==> config.mk <==
export PLATFORM = sky130hd
export DESIGN_NAME = uart_tx_serializer
export DESIGN_NICKNAME = d
export VERILOG_FILES = /design/src/rtl/uart_tx_serializer.sv
export SDC_FILE = /design/constraint.sdc
export NUM_CORES = 1
export LEC_CHECK = 0
export ABC_AREA = 0
export CORE_MARGIN = 3
export CORE_UTILIZATION = 55
export CTS_CLUSTER_DIAMETER = 200
export CTS_CLUSTER_SIZE = 14
export DETAILED_ROUTE_END_ITERATION = 12
export PLACE_DENSITY = 0.77
export SLEW_MARGIN = 20
export SYNTH_ARGS = -nofsm -noshare
export SYNTH_HDL_FRONTEND = slang
export SYNTH_SLANG_ARGS = --single-unit
==> constraint.sdc <==
create_clock -name clk -period 4.5 [get_ports clk]
set_input_delay 1.125 -clock clk [delete_from_list [all_inputs] [get_ports clk]]
set_output_delay 1.125 -clock clk [all_outputs]
set_load 0.02 [all_outputs]
==> src/rtl/uart_tx_serializer.sv <==
// UART transmit serializer: pulls characters from a TX FIFO and frames them as
// start / data / parity / stop bits, each bit timed by 16 pulses of baud_tick.
module uart_tx_serializer #(
  parameter int WIDTH = 8
) (
  input  logic           clk,
  input  logic           rstn,
  input  logic           baud_tick,
  input  logic [1:0]     wls,
  input  logic           stb,
  input  logic           pen,
  input  logic           eps,
  input  logic           sp,
  input  logic           brk,
  input  logic           fifo_rempty,
  input  logic [WIDTH:0] fifo_data,
  output logic           fifo_read,
  output logic           txd,
  output logic           temt
);

  typedef enum logic [2:0] {IDLE, FETCH, LOAD, START, DATA, PARITY, STOP} state_t;

  state_t           r_state, w_state_n;
  logic [3:0]       r_tick, w_tick_n;
  logic [2:0]       r_bit, w_bit_n;
  logic [WIDTH-1:0] r_data;
  logic [1:0]       r_wls;
  logic             r_stb, r_pen, r_eps, r_sp;
  logic             r_txd, r_temt;

  logic             w_bit_end, w_half_end, w_last_data, w_last_stop;
  logic             w_par, w_txd_n, w_rd;
  logic [2:0]       w_nhalf;
  logic [WIDTH-1:0] w_mask;
  logic             w_unused_msb;

  assign w_unused_msb = fifo_data[WIDTH];

  assign w_bit_end   = baud_tick && (r_tick == 4'd15);
  assign w_half_end  = baud_tick && (r_tick[2:0] == 3'd7);
  assign w_last_data = (r_bit == (3'd4 + {1'b0, r_wls}));
  // r_bit doubles as a half-bit counter in STOP: 2, 3 or 4 halves
  assign w_nhalf     = !r_stb ? 3'd2 : ((r_wls == 2'b00) ? 3'd3 : 3'd4);
  assign w_last_stop = ((r_bit + 3'd1) == w_nhalf);

  always_comb begin
    w_mask = '0;
    for (int i = 0; i < WIDTH; i++) w_mask[i] = (i < 5 + int'(r_wls));
  end

  assign w_par = r_sp ? ~r_eps : ((^(r_data & w_mask)) ^ ~r_eps);

  always_comb begin
    w_state_n = r_state;
    w_tick_n  = r_tick;
    w_bit_n   = r_bit;
    w_rd      = 1'b0;
    case (r_state)
      IDLE: if (!fifo_rempty) begin
        w_rd      = 1'b1;
        w_state_n = FETCH;
      end
      FETCH: w_state_n = LOAD;
      LOAD: begin
        w_state_n = START;
        w_tick_n  = 4'd0;
        w_bit_n   = 3'd0;
      end
      START: begin
        if (baud_tick) w_tick_n = r_tick + 4'd1;
        if (w_bit_end) w_state_n = DATA;
      end
      DATA: begin
        if (baud_tick) w_tick_n = r_tick + 4'd1;
        if (w_bit_end) begin
          if (w_last_data) begin
            w_state_n = r_pen ? PARITY : STOP;
            w_bit_n   = 3'd0;
          end else begin
            w_bit_n = r_bit + 3'd1;
          end
        end
      end
      PARITY: begin
        if (baud_tick) w_tick_n = r_tick + 4'd1;
        if (w_bit_end) w_state_n = STOP;
      end
      STOP: begin
        if (baud_tick) w_tick_n = r_tick + 4'd1;
        if (w_half_end) begin
          if (w_last_stop) begin
            w_bit_n  = 3'd0;
            w_tick_n = 4'd0;
            if (!fifo_rempty) begin
              w_rd      = 1'b1;
              w_state_n = FETCH;
            end else begin
              w_state_n = IDLE;
            end
          end else begin
            w_bit_n = r_bit + 3'd1;
          end
        end
      end
      default: w_state_n = IDLE;
    endcase
  end

  // txd is registered from the next state so the line changes on the same edge as the FSM
  always_comb begin
    w_txd_n = 1'b1;
    case (w_state_n)
      START:   w_txd_n = 1'b0;
      DATA:    w_txd_n = r_data[w_bit_n];
      PARITY:  w_txd_n = w_par;
      default: w_txd_n = 1'b1;
    endcase
  end

  always_ff @(posedge clk) begin
    if (!rstn) begin
      r_state <= IDLE;
      r_tick  <= '0;
      r_bit   <= '0;
      r_data  <= '0;
      r_wls   <= '0;
      r_stb   <= 1'b0;
      r_pen   <= 1'b0;
      r_eps   <= 1'b0;
      r_sp    <= 1'b0;
      r_txd   <= 1'b1;
      r_temt  <= fifo_rempty;
    end else begin
      r_state <= w_state_n;
      r_tick  <= w_tick_n;
      r_bit   <= w_bit_n;
      if (r_state == LOAD) begin
        r_data <= fifo_data[WIDTH-1:0];
        r_wls  <= wls;
        r_stb  <= stb;
        r_pen  <= pen;
        r_eps  <= eps;
        r_sp   <= sp;
      end
      r_txd  <= brk ? 1'b0 : w_txd_n;
      r_temt <= (w_state_n == IDLE) && fifo_rempty;
    end
  end

  assign fifo_read = w_rd & rstn;
  assign txd       = r_txd;
  assign temt      = r_temt;

endmodule

==> summary.md, run 1 <==
| Metric | Value |
|---|---|
| Worst EP required | `3.38 ns` |
| # clock sinks | `26` |
| CP startpoint kind | `input pin` |
| Clock Tree Root | `clkbuf_4` |
| Post-route DRC | `0` |
| R2R Path End | `txd` |
| Final Hold Viols | `0` |
| Min-Delay Endpoint | `r_sp` |
| Clk_lat worst skew | `0.33 ns` |
| Critical path, cell by cell | `clkdlybuf4s50_1 > and2_0 > nand2_1 > o21ai_2 > a21oi_1 > nor4b_1 > clkdlybuf4s50_1` |
| Cts hold-fix bufs | `0` |
| Wirelength per Cell | `15.1 um` |
| Cell area after layout | `1880 sq um` |
| Fmax | `0.228 GHz` |
| # rows | `19` |
| Crit-path leading delay family | `buffers and inverters` |
| Status | `finished, final reports clean` |
| Largest net degree at the start of global routing | `25` |
| Worst-Margin Slew | `0.619 ns` |
| RR Startpoint | `r_bit[0]` |
| Lkg Pwr | `0.653 nW` |
| Core Area | `2810 sq um` |
| Post-route minimum period | `4.38 ns` |
| PwrDens | `298 nW/um^2` |
| R2R Setup Slk | `1.85 ns` |
| Hold depth | `2` |
| Drt pass-1 iters | `4` |
| Worst-path fanout max | `6` |
| Synth unique cells | `51` |
| Crit path from | `baud_tick` |
| Cells resized by post-CTS repair | `0` |
| Grt ovf | `0` |
| R2R depth | `10` |
| Initial Util | `58.5%` |
| Die width | `60.6 um` |
| Register area share after synthesis | `31.7%` |
| Mapped Cells | `202` |
| Switch Pwr | `0.183 mW` |
| Most frequent CP cell | `clkdlybuf4s50_1` |
| FF+latch count, synth | `26` |
| Syn nets | `225` |
| MaxCap Viol Count | `0` |
| H-Tree Depth | `1` |
| Register share of total power | `49.8%` |
| Clock Power Share | `22.5%` |
| Buf/Inv on CP | `2` |
| Combinational cell fraction of total power | `27.8%` |
| Vias | `1484` |
| Max Slew Vio Count | `0` |
| Int Pwr | `0.377 mW` |
| Dpl cells | `246` |
| Die area | `3680 sq um` |
| Yosys warning count | `0` |
| Commonest non-fill, non-tap cells in the layout | `nand2_1, dfxtp_1, clkdlybuf4s50_1, a21boi_0, nor2_1` |
| Post-DP Area | `1840 sq um` |
| Vias per cell | `5.94` |
| Setup TNS | `0 ns` |
| Slew Limit Headroom | `58.7%` |
| Asr flop ratio synth | `0%` |
| # Post-CTS Setup Buffers | `0` |
| Clock buffer depth | `2` |
| I/O Buffers | `21` |
| Die H | `60.6 um` |
| Final setup violation count | `0` |
| EDFF count, synth | `0` |
| Slowest cell on crit path | `clkdlybuf4s50_1` |
| Starting DRT DRC Count | `95` |
| Initial antenna violation count | `0` |
| Final worst path period share | `97.4%` |
| Arr. time, crit path | `3.26 ns` |
| Routed Antenna Nets | `0` |
| Total power after layout | `0.561 mW` |
| Setup crit end kind | `output port` |
| CP max stage delay | `0.68 ns` |
| Total track usage | `22.9%` |
| Worst hold path type | `register to register` |
| Share of cells above drive strength 1 | `8.68%` |
| CTS Buf Count | `3` |
| NumNets Final | `243` |
| Final cell count without fillers | `250` |
| # IOs | `23` |
| Antenna diodes | `0` |
| Synth Flop Type | `dfxtp_1` |
| RSZ-0062 raised after global routing | `false` |
| Clock slew at reported path FFs | `0.15 ns` |
| Skew final | `0.00143 ns` |
| Detailed-route wire length | `3780 um` |
| Syn avg cell area | `8.13 sq um` |
| Area Growth Syn to Fin | `14.5%` |
| Hold wc startpoint | `r_sp` |
| Post-DP HPWL | `2860 um` |
| Vias in the first global route | `1417` |
| Max IR drop VDD | `0.000226 V` |
| Critical path class | `input pin to output port` |
| First-pass GRT wire length | `6370 um` |
| Mapped Area | `1640 sq um` |
| CTS tree | `built` |
| Switching part of the total | `32.7%` |
| Final Wtd Congestion | `0.863` |
| Commonest non-fill, non-tap cell in the layout | `nand2_1` |
synth_stat cells, types with 2 or more instances:
master / n / area share [%]
clkbuf_1: 7 / 1.6
a31oi_1: 4 / 1.5
dfxtp_1: 26 / 32
nor3b_1: 4 / 1.8
nand4_1: 6 / 2.3
clkbuf_8: 2 / 1.7
o221ai_1: 2 / 1.1
nand3_1: 2 / 0.61
nand2b_1: 2 / 0.76
mux2i_1: 7 / 4.3
a21boi_0: 14 / 6.4
inv_1: 4 / 0.91
and2_1: 6 / 2.3
xnor2_1: 10 / 5.3
a21oi_1: 7 / 2.1
nand2_1: 42 / 9.6
ha_1: 3 / 2.3
o21ai_0: 6 / 1.8
a22o_1: 2 / 1.1
xor2_1: 2 / 1.1
nor2_1: 11 / 2.5
nor3_1: 4 / 1.2
stage by stage:
stage          setup WS (ns)  hold slack, ns  utilization, %
2_1_floorplan          0.894           0.444               -
3_3_place_gp           0.237           0.456            65.7
3_5_place_dp           0.140           0.476            65.7
4_1_cts                0.142           0.495            67.0
5_1_grt               0.0294           0.511            67.0
6_report               0.119           0.494            67.0
layout make-up:
type	instances	area, sq um
clock buffer	4	36.3
fill	246	926
inverter	4	15.0
multi-input combinational	160	1030
sequential	26	520
tap	31	38.8
timing repair buffer	25	240
logic make-up (layout without fill, tap and decap cells):
family                   Yosys count  in the layout  share of synthesized area, %
AND/OR/NAND/NOR                   87             87                          25.8
adder cells (fa/ha/maj)            3              3                          2.29
buffers and inverters             16             33                          5.64
XOR/XNOR                          13             13                          7.39
flip-flops                        26             26                          31.7
multiplexers                       8              8                          5.18
AO/OA/AOI/OAI                     49             49                          22.0
power by group through the flow:
| stage | logic, mW | clock network, mW | registers (mW) |
|---|---|---|---|
| 5_1_grt | 0.172 | 0.135 | 0.282 |
| 2_1_floorplan | 0.116 | 0 | 0.272 |
| 3_5_place_dp | 0.156 | 0 | 0.283 |
| 6_report | 0.156 | 0.126 | 0.279 |
| 3_3_place_gp | 0.150 | 0 | 0.282 |
| 4_1_cts | 0.157 | 0.126 | 0.279 |
per-layer routing:
| metal | global-route usage (%) | vias to the layer above | wire [um] |
|---|---|---|---|
| li1 | - | 742 | - |
| met1 | 29.8 | 698 | 1770 |
| met2 | 38.6 | 37 | 1830 |
| met3 | 2.55 | 7 | 115 |
| met4 | 8.67 | 0 | 66 |
| met5 | 0 | - | 0 |
how the worst max path moves through the flow:
stage / slack, ns / end / depth (start not counted)
finish: 0.12 / fifo_read / 7
global route: 0.03 / fifo_read / 7
CTS: 0.14 / fifo_read / 7
detailed placement: 0.14 / fifo_read / 7
global placement: 0.24 / fifo_read / 7
floorplan: 0.89 / fifo_read / 5
worst register-to-register path: cells and delay by family, from the launching register on:
kind / cells / cell delay [ns]
AO/OA/AOI/OAI: 5 / 0.88
adder cells (fa/ha/maj): 1 / 0.31
XOR/XNOR: 1 / 0.32
buffers and inverters: 1 / 0.15
AND/OR/NAND/NOR: 1 / 0.10
multiplexers: 1 / 0.34
flip-flops: 1 / 0.44
state kept, by name, indices dropped and copies added, names as in the netlist:
| register | cells |
|---|---|
| r_data | 8 |
| r_tick | 4 |
| r_bit | 3 |
| r_state | 3 |
| r_wls | 2 |
| r_eps | 1 |
| r_pen | 1 |
| r_sp | 1 |
| r_stb | 1 |
| temt | 1 |
| txd | 1 |
No activity file was read; power rests on OpenSTA's default activity.
==> inputs of run 2 (changes only) <==
--- a/config.mk
+++ b/config.mk
@@ -5,14 +5,14 @@
 export SDC_FILE = /design/constraint.sdc
 export NUM_CORES = 1
 export LEC_CHECK = 0
-export ABC_AREA = 0
+export ABC_AREA = 1
 export CORE_MARGIN = 3
 export CORE_UTILIZATION = 55
 export CTS_CLUSTER_DIAMETER = 200
 export CTS_CLUSTER_SIZE = 14
 export DETAILED_ROUTE_END_ITERATION = 12
 export PLACE_DENSITY = 0.77
-export SLEW_MARGIN = 20
+export REMOVE_ABC_BUFFERS = 1
 export SYNTH_ARGS = -nofsm -noshare
 export SYNTH_HDL_FRONTEND = slang
 export SYNTH_SLANG_ARGS = --single-unit
==> summary.md, run 2 <==
| Metric | Value |
|---|---|
| Status | `finished, final reports clean` |
| Synth Flop Type | `dfxtp_1` |
| Cts hold-fix bufs | `0 (unchanged)` |
| Crit-path leading delay family | `buffers and inverters` |
| Max FFs per register | `8 (unchanged)` |
| Critical path, cell by cell | `clkdlybuf4s50_1 > nand2_1 > a21oi_1 > nand3_2 > nor2_1 > nand2_1 > a21oi_1 > clkdlybuf4s50_1` |
| Cell area after layout | `1880 sq um (+0.13%)` |
| Met2 WL | `1460 um (-20%)` |
| Worst-path fanout max | `5 (-1)` |
| FF+latch count, synth | `26 (unchanged)` |
| Dominant cells by area after synthesis | `dfxtp_1, nand2_1, inv_1` |
| Setup crit end kind | `output port` |
| Fmax | `0.240 GHz (+5.0%)` |
| Final setup violation count | `0 (unchanged)` |
| Crit path from | `baud_tick` |
| CTS tree | `built` |
| Synth cell count leaders | `nand2_1, inv_1, dfxtp_1, nand3_1, a21oi_1` |
| Initial Util | `61.4% (+2.9 points)` |
| Starting DRT DRC Count | `51 (-46%)` |
| Arr. time, crit path | `3.05 ns (-0.21 ns)` |
| PwrDens | `282 nW/um^2 (-5.4%)` |
| Final cell count without fillers | `293 (+17%)` |
| Slowest cell on crit path | `clkdlybuf4s50_1` |
| MaxCap Viol Count | `0 (unchanged)` |
| I/O Buffers | `21 (unchanged)` |
| Die area | `3600 sq um (-2.0%)` |
| Vias in the first global route | `1349 (-4.8%)` |
| Vias | `1502 (+1.2%)` |
| Pre-CTS setup slack | `0.322 ns (+0.183 ns)` |
| Share of cells above drive strength 1 | `10.3% (+1.6 points)` |
| Initial antenna violation count | `0 (unchanged)` |
| Post-route DRC | `0 (unchanged)` |
| Worst-Margin Slew | `0.654 ns (+0.0347 ns)` |
| Final WS setup | `0.329 ns (+0.210 ns)` |
| RR Startpoint | `r_tick[0]` |
| NumNets Final | `287 (+18%)` |
| Commonest non-fill, non-tap cells in the layout | `nand2_1, inv_1, dfxtp_1, nand3_1, clkdlybuf4s50_1` |
| Yosys top cell area share | `32.4% (+0.72 points)` |
| Post-DP HPWL | `2600 um (-9.0%)` |
| Routed Antenna Nets | `0 (unchanged)` |
| Total track usage | `19.9% (-2.9 points)` |
| Die width | `60.0 um (-1.0%)` |
| Largest net degree at the start of global routing | `28 (+12%)` |
| Lkg Pwr | `0.785 nW (+20%)` |
| Synth unique cells | `31 (-39%)` |
| Buf/Inv on CP | `2 (unchanged)` |
| Top flop regs | `r_data: 8 flops, r_tick: 4 flops` |
| Dpl cells | `289 (+17%)` |
| Clk_lat worst skew | `0.32 ns (about the same)` |
| Core Area | `2610 sq um (-6.9%)` |
| R2R Path End | `txd` |
| Detailed-route wire length | `3180 um (-16%)` |
| # clock sinks | `26 (unchanged)` |
| Max IR drop VDD | `0.000220 V (-2.6%)` |
| Critical path class | `input pin to output port` |
| First-pass GRT wire length | `5530 um (-13%)` |
| Final Hold Viols | `0 (unchanged)` |
| Yosys warning count | `0 (unchanged)` |
| H-Tree Depth | `1 (unchanged)` |
| CP max stage delay | `0.62 ns (-0.06 ns)` |
| Clock buffer depth | `2 (unchanged)` |
| Critical path depth in cells | `8 (+1)` |
| Top layer in use | `met4` |
| Area Growth Syn to Fin | `17.2%` |
| Max Slew Vio Count | `0 (unchanged)` |
| Antenna diodes | `0 (unchanged)` |
| # rows | `18 (-1)` |
| Setup TNS | `0 ns (unchanged)` |
| EDFF count, synth | `0 (unchanged)` |
| Worst setup endpoint | `fifo_read` |
| Clock slew at reported path FFs | `0.14 ns (about the same)` |
| CP startpoint kind | `input pin` |
| Met3 Wirelength | `93 um (-19%)` |
| Cells resized by post-CTS repair | `0 (unchanged)` |
| Area leader, netlist | `dfxtp_1` |
| Wirelength per Cell | `10.9 um (-28%)` |
| Wl on met1 | `1580 um (-11%)` |
| Skew final | `0.00554 ns (+0.00411 ns)` |
| Worst EP required | `3.38 ns (about the same)` |
| Most frequent cell after synthesis | `nand2_1` |
| Post-route minimum period | `4.17 ns (-0.210 ns)` |
| Clock Tree Root | `clkbuf_4` |
| Final Wtd Congestion | `0.875 (+1.4%)` |
| Worst hold path type | `register to register` |
| R2R depth | `12 (+2)` |
| Post-DP Area | `1850 sq um (+0.14%)` |
| Commonest non-fill, non-tap cell in the layout | `nand2_1` |
| # IOs | `23 (unchanged)` |
| Asr flop ratio synth | `0% (unchanged)` |
| Mapped Cells | `241 (+19%)` |
| R2R Setup Slk | `2.48 ns (+0.63 ns)` |
| Final worst path period share | `92.7% (-4.7 points)` |
| Syn avg cell area | `6.66 sq um (-18%)` |
| Vias per cell | `5.13 (-14%)` |
| Register area | `520 sq um (unchanged)` |
| Die H | `60.0 um (-1.0%)` |
| Slew Limit Headroom | `56.4% (-2.3 points)` |
| Register area share after synthesis | `32.4% (+0.72 points)` |
| RSZ-0062 raised after global routing | `false` |
| Hold Slack | `0.466 ns (-0.0285 ns)` |
| Grt ovf | `0 (unchanged)` |
| Largest Register | `r_data` |
| # Post-CTS Setup Buffers | `0 (unchanged)` |
| Drt pass-1 iters | `4 (unchanged)` |
| Total power after layout | `0.531 mW (-5.3%)` |
| Filler instances | `239 (-2.8%)` |
| Mapped Area | `1610 sq um (-2.2%)` |
| Multi-input logic area | `916 sq um (-11%)` |
| Final Util | `72.0% (+5.0 points)` |
| CTS Buf Count | `3 (unchanged)` |
run 2: cell count changes after synthesis, moves of 12 or more:
| cell | previous run | this run |
|---|---|---|
| a21oi_1 | 7 | 20 |
| a21boi_0 | 14 | 0 |
| nand3_1 | 2 | 21 |
| o21ai_0 | 6 | 18 |
| inv_1 | 4 | 33 |
run 2: worst min path at each step:
stage | start | end | slack [ns] | depth (start not counted)
final | r_sp | r_sp | 0.47 | 2
after global routing | r_sp | r_sp | 0.49 | 2
after CTS | r_sp | r_sp | 0.47 | 2
after detailed placement | r_sp | r_sp | 0.45 | 2
after global placement | r_sp | r_sp | 0.44 | 2
after floorplan | r_sp | r_sp | 0.43 | 2
run 2: worst min-delay path: stages (launching register included):
cell     delay [ns]
dfxtp_1        0.32
inv_1          0.06
a21oi_1        0.06
run 2: report_power, final:
group | internal, mW | total [mW] | switching (mW)
Clock | 0.0495 | 0.116 | 0.0668
Combinational | 0.0653 | 0.151 | 0.0859
Sequential | 0.249 | 0.264 | 0.0144
run 2: cell families (layout without fill, tap and decap cells):
| kind of cell | count (synthesis) | after routing | share of synthesized area, % |
|---|---|---|---|
| and+or+nand+nor | 110 | 110 | 32.7 |
| AOI/OAI and AO/OA | 47 | 47 | 16.5 |
| buffers and inverters | 45 | 67 | 10.5 |
| DFF | 26 | 26 | 32.4 |
| xor gates and xnor gates | 10 | 10 | 5.46 |
| adders and majority gates | 3 | 3 | 2.34 |
run 2: layout make-up:
cell class	instances	share of cell area, %
Multi-Input combinational cell	170	48.7
Sequential cell	26	27.7
Timing Repair Buffer	22	11.6
Inverter	41	8.18
Tap cell	30	1.99
Clock buffer	4	1.93
run 2: routing by layer:
metal  track usage [%]  up-vias
met4              6.65        0
li1                  -      827
met3              3.24        5
met5                 0        -
met1              27.1      651
met2              31.9       19
==> inputs of run 3 (changes only) <==
--- a/config.mk
+++ b/config.mk
@@ -13,6 +13,7 @@
 export DETAILED_ROUTE_END_ITERATION = 12
 export PLACE_DENSITY = 0.77
 export REMOVE_ABC_BUFFERS = 1
+export SETUP_SLACK_MARGIN = 0.5
 export SYNTH_ARGS = -nofsm -noshare
 export SYNTH_HDL_FRONTEND = slang
 export SYNTH_SLANG_ARGS = --single-unit
==> summary.md, run 3 (synthesis gave the netlist of run 2 again) <==
| Metric | Value |
|---|---|
| Wirelength per Cell | `10.8 um (about the same)` |
| Critical path, cell by cell | `clkdlybuf4s50_1 > nand2_1 > a21oi_1 > nand3_2 > nor2_1 > nand2_1 > a21oi_1 > clkbuf_2` |
| Final worst path period share | `83.0% (-9.7 points)` |
| Clock slew at reported path FFs | `0.14 ns (about the same)` |
| Setup TNS | `0 ns (unchanged)` |
| Worst-Margin Slew | `0.654 ns (unchanged)` |
| Clock Tree Root | `clkbuf_4` |
| Vias in the first global route | `1349 (unchanged)` |
| Die H | `60.0 um (unchanged)` |
| Arr. time, crit path | `2.61 ns (-0.44 ns)` |
| CTS Buf Count | `3 (unchanged)` |
| # IOs | `23 (unchanged)` |
| Top flop regs | `r_data: 8 flops, r_tick: 4 flops` |
| Slew Limit Headroom | `56.4% (unchanged)` |
| Total power after layout | `0.531 mW (-0.13%)` |
| Post-route DRC | `0 (unchanged)` |
| Post-route minimum period | `3.73 ns (-0.436 ns)` |
| Detailed-route wire length | `3180 um (about the same)` |
| Post-DP HPWL | `2600 um (unchanged)` |
| Critical path class | `input pin to output port` |
| Min-Delay Endpoint | `r_sp` |
| Setup crit end kind | `output port` |
| Vias per cell | `5.13 (unchanged)` |
| Antenna diodes | `0 (unchanged)` |
| Initial antenna violation count | `0 (unchanged)` |
| Hold wc startpoint | `r_sp` |
| MaxCap Viol Count | `0 (unchanged)` |
| R2R Path End | `txd` |
| Worst hold path type | `register to register` |
| R2R Setup Slk | `2.48 ns (about the same)` |
| # rows | `18 (unchanged)` |
| Max IR drop VDD | `0.000220 V (about the same)` |
| R2R depth | `12 (unchanged)` |
| Largest net degree at the start of global routing | `28 (unchanged)` |
| Commonest non-fill, non-tap cell in the layout | `nand2_1` |
| Total track usage | `19.9% (unchanged)` |
| Hold Slack | `0.466 ns (unchanged)` |
| Dpl cells | `289 (unchanged)` |
| Area Growth Syn to Fin | `16.9%` |
| Die area | `3600 sq um (unchanged)` |
| Hold depth | `2 (unchanged)` |
| Final cell count without fillers | `293 (unchanged)` |
| Slowest cell on crit path | `clkdlybuf4s50_1` |
| PwrDens | `283 nW/um^2 (+0.14%)` |
| Max Slew Vio Count | `0 (unchanged)` |
| Commonest non-fill, non-tap cells in the layout | `nand2_1, inv_1, dfxtp_1, nand3_1` |
| Final WS setup | `0.765 ns (+0.436 ns)` |
| Initial Util | `61.4% (unchanged)` |
| CP startpoint kind | `input pin` |
| First-pass GRT wire length | `5530 um (unchanged)` |
| CP max stage delay | `0.55 ns (-0.07 ns)` |
| RSZ-0062 raised after global routing | `false` |
| RR Startpoint | `r_tick[0]` |
| # clock sinks | `26 (unchanged)` |
| Vias | `1502 (unchanged)` |
| Status | `finished, final reports clean` |
| Routed Antenna Nets | `0 (unchanged)` |
| Post-DP Area | `1850 sq um (unchanged)` |
| Clk_lat worst skew | `0.32 ns (about the same)` |
| Cell area after layout | `1880 sq um (-0.27%)` |
| Worst-path fanout max | `5 (unchanged)` |
| Final Wtd Congestion | `0.875 (unchanged)` |
| Pre-CTS setup slack | `0.322 ns (unchanged)` |
| Grt ovf | `0 (unchanged)` |
| Drt pass-1 iters | `4 (unchanged)` |
| Fmax | `0.268 GHz (+12%)` |
| Final Util | `71.8% (-0.19 points)` |
| I/O Buffers | `21 (unchanged)` |
| H-Tree Depth | `1 (unchanged)` |
| Max FFs per register | `8 (unchanged)` |
| Clock buffer depth | `2 (unchanged)` |
| Share of cells above drive strength 1 | `10.6% (+0.38 points)` |
| Largest Register | `r_data` |
| Buf/Inv on CP | `2 (unchanged)` |
| Final setup violation count | `0 (unchanged)` |
| Core Area | `2610 sq um (unchanged)` |
| Crit-path leading delay family | `buffers and inverters` |
| NumNets Final | `287 (unchanged)` |
| Cts hold-fix bufs | `0 (unchanged)` |
| Die width | `60.0 um (unchanged)` |
| Worst EP required | `3.38 ns (about the same)` |
| Skew final | `0.00554 ns (unchanged)` |
| CTS tree | `built` |
| Lkg Pwr | `0.786 nW (+0.12%)` |
| Final Hold Viols | `0 (unchanged)` |
| Starting DRT DRC Count | `48 (-5.9%)` |
==> run 3: power by group <==
part	switching, mW	internal [mW]
logic	0.0859	0.0647
clock network	0.0668	0.0495
registers	0.0144	0.249
==> run 3: worst max-delay path by stage <==
| stage | from | end | slack (ns) | depth (start not counted) |
|---|---|---|---|---|
| floorplan | baud_tick | fifo_read | 1.39 | 6 |
| global placement | baud_tick | fifo_read | 0.35 | 8 |
| finish | baud_tick | fifo_read | 0.77 | 8 |
| global route | baud_tick | fifo_read | 0.62 | 8 |
| CTS | baud_tick | fifo_read | 0.60 | 8 |
| detailed placement | baud_tick | fifo_read | 0.32 | 8 |
==> run 3: metal layers <==
| metal | wire length (um) | share of wire, % | GRT usage, % |
|---|---|---|---|
| met3 | 93 | 2.9 | 3.24 |
| met5 | 0 | 0 | 0 |
| met4 | 43 | 1.4 | 6.65 |
| met1 | 1580 | 50 | 27.1 |
| met2 | 1460 | 46 | 31.9 |
==> run 3: worst register-to-register path: stages, from the launching register on <==
cell     delay [ns]
dfxtp_1        0.39
ha_1           0.19
ha_1           0.14
nand2_1        0.11
a21oi_1        0.17
nand3_2        0.12
nand2_1        0.15
nand3_1        0.18
nor3_1         0.24
nand3_1        0.11
nand3_1        0.09
nand2_1        0.05
nand2_1        0.04
==> run 3: final cells by class <==
| type | count | area, sq um |
|---|---|---|
| clock buffer | 4 | 36.3 |
| fill | 240 | 736 |
| inverter | 41 | 154 |
| multi-input combinational | 170 | 916 |
| sequential | 26 | 520 |
| tap | 30 | 37.5 |
| timing repair buffer | 22 | 213 |
==> run 3: what timing repair did <==
action                                  4_1_cts  5_1_grt
endpoints found under the setup margin        1        1
gates resized for setup                       1        2
setup buffers                                 0        0
pin swaps                                     0        0
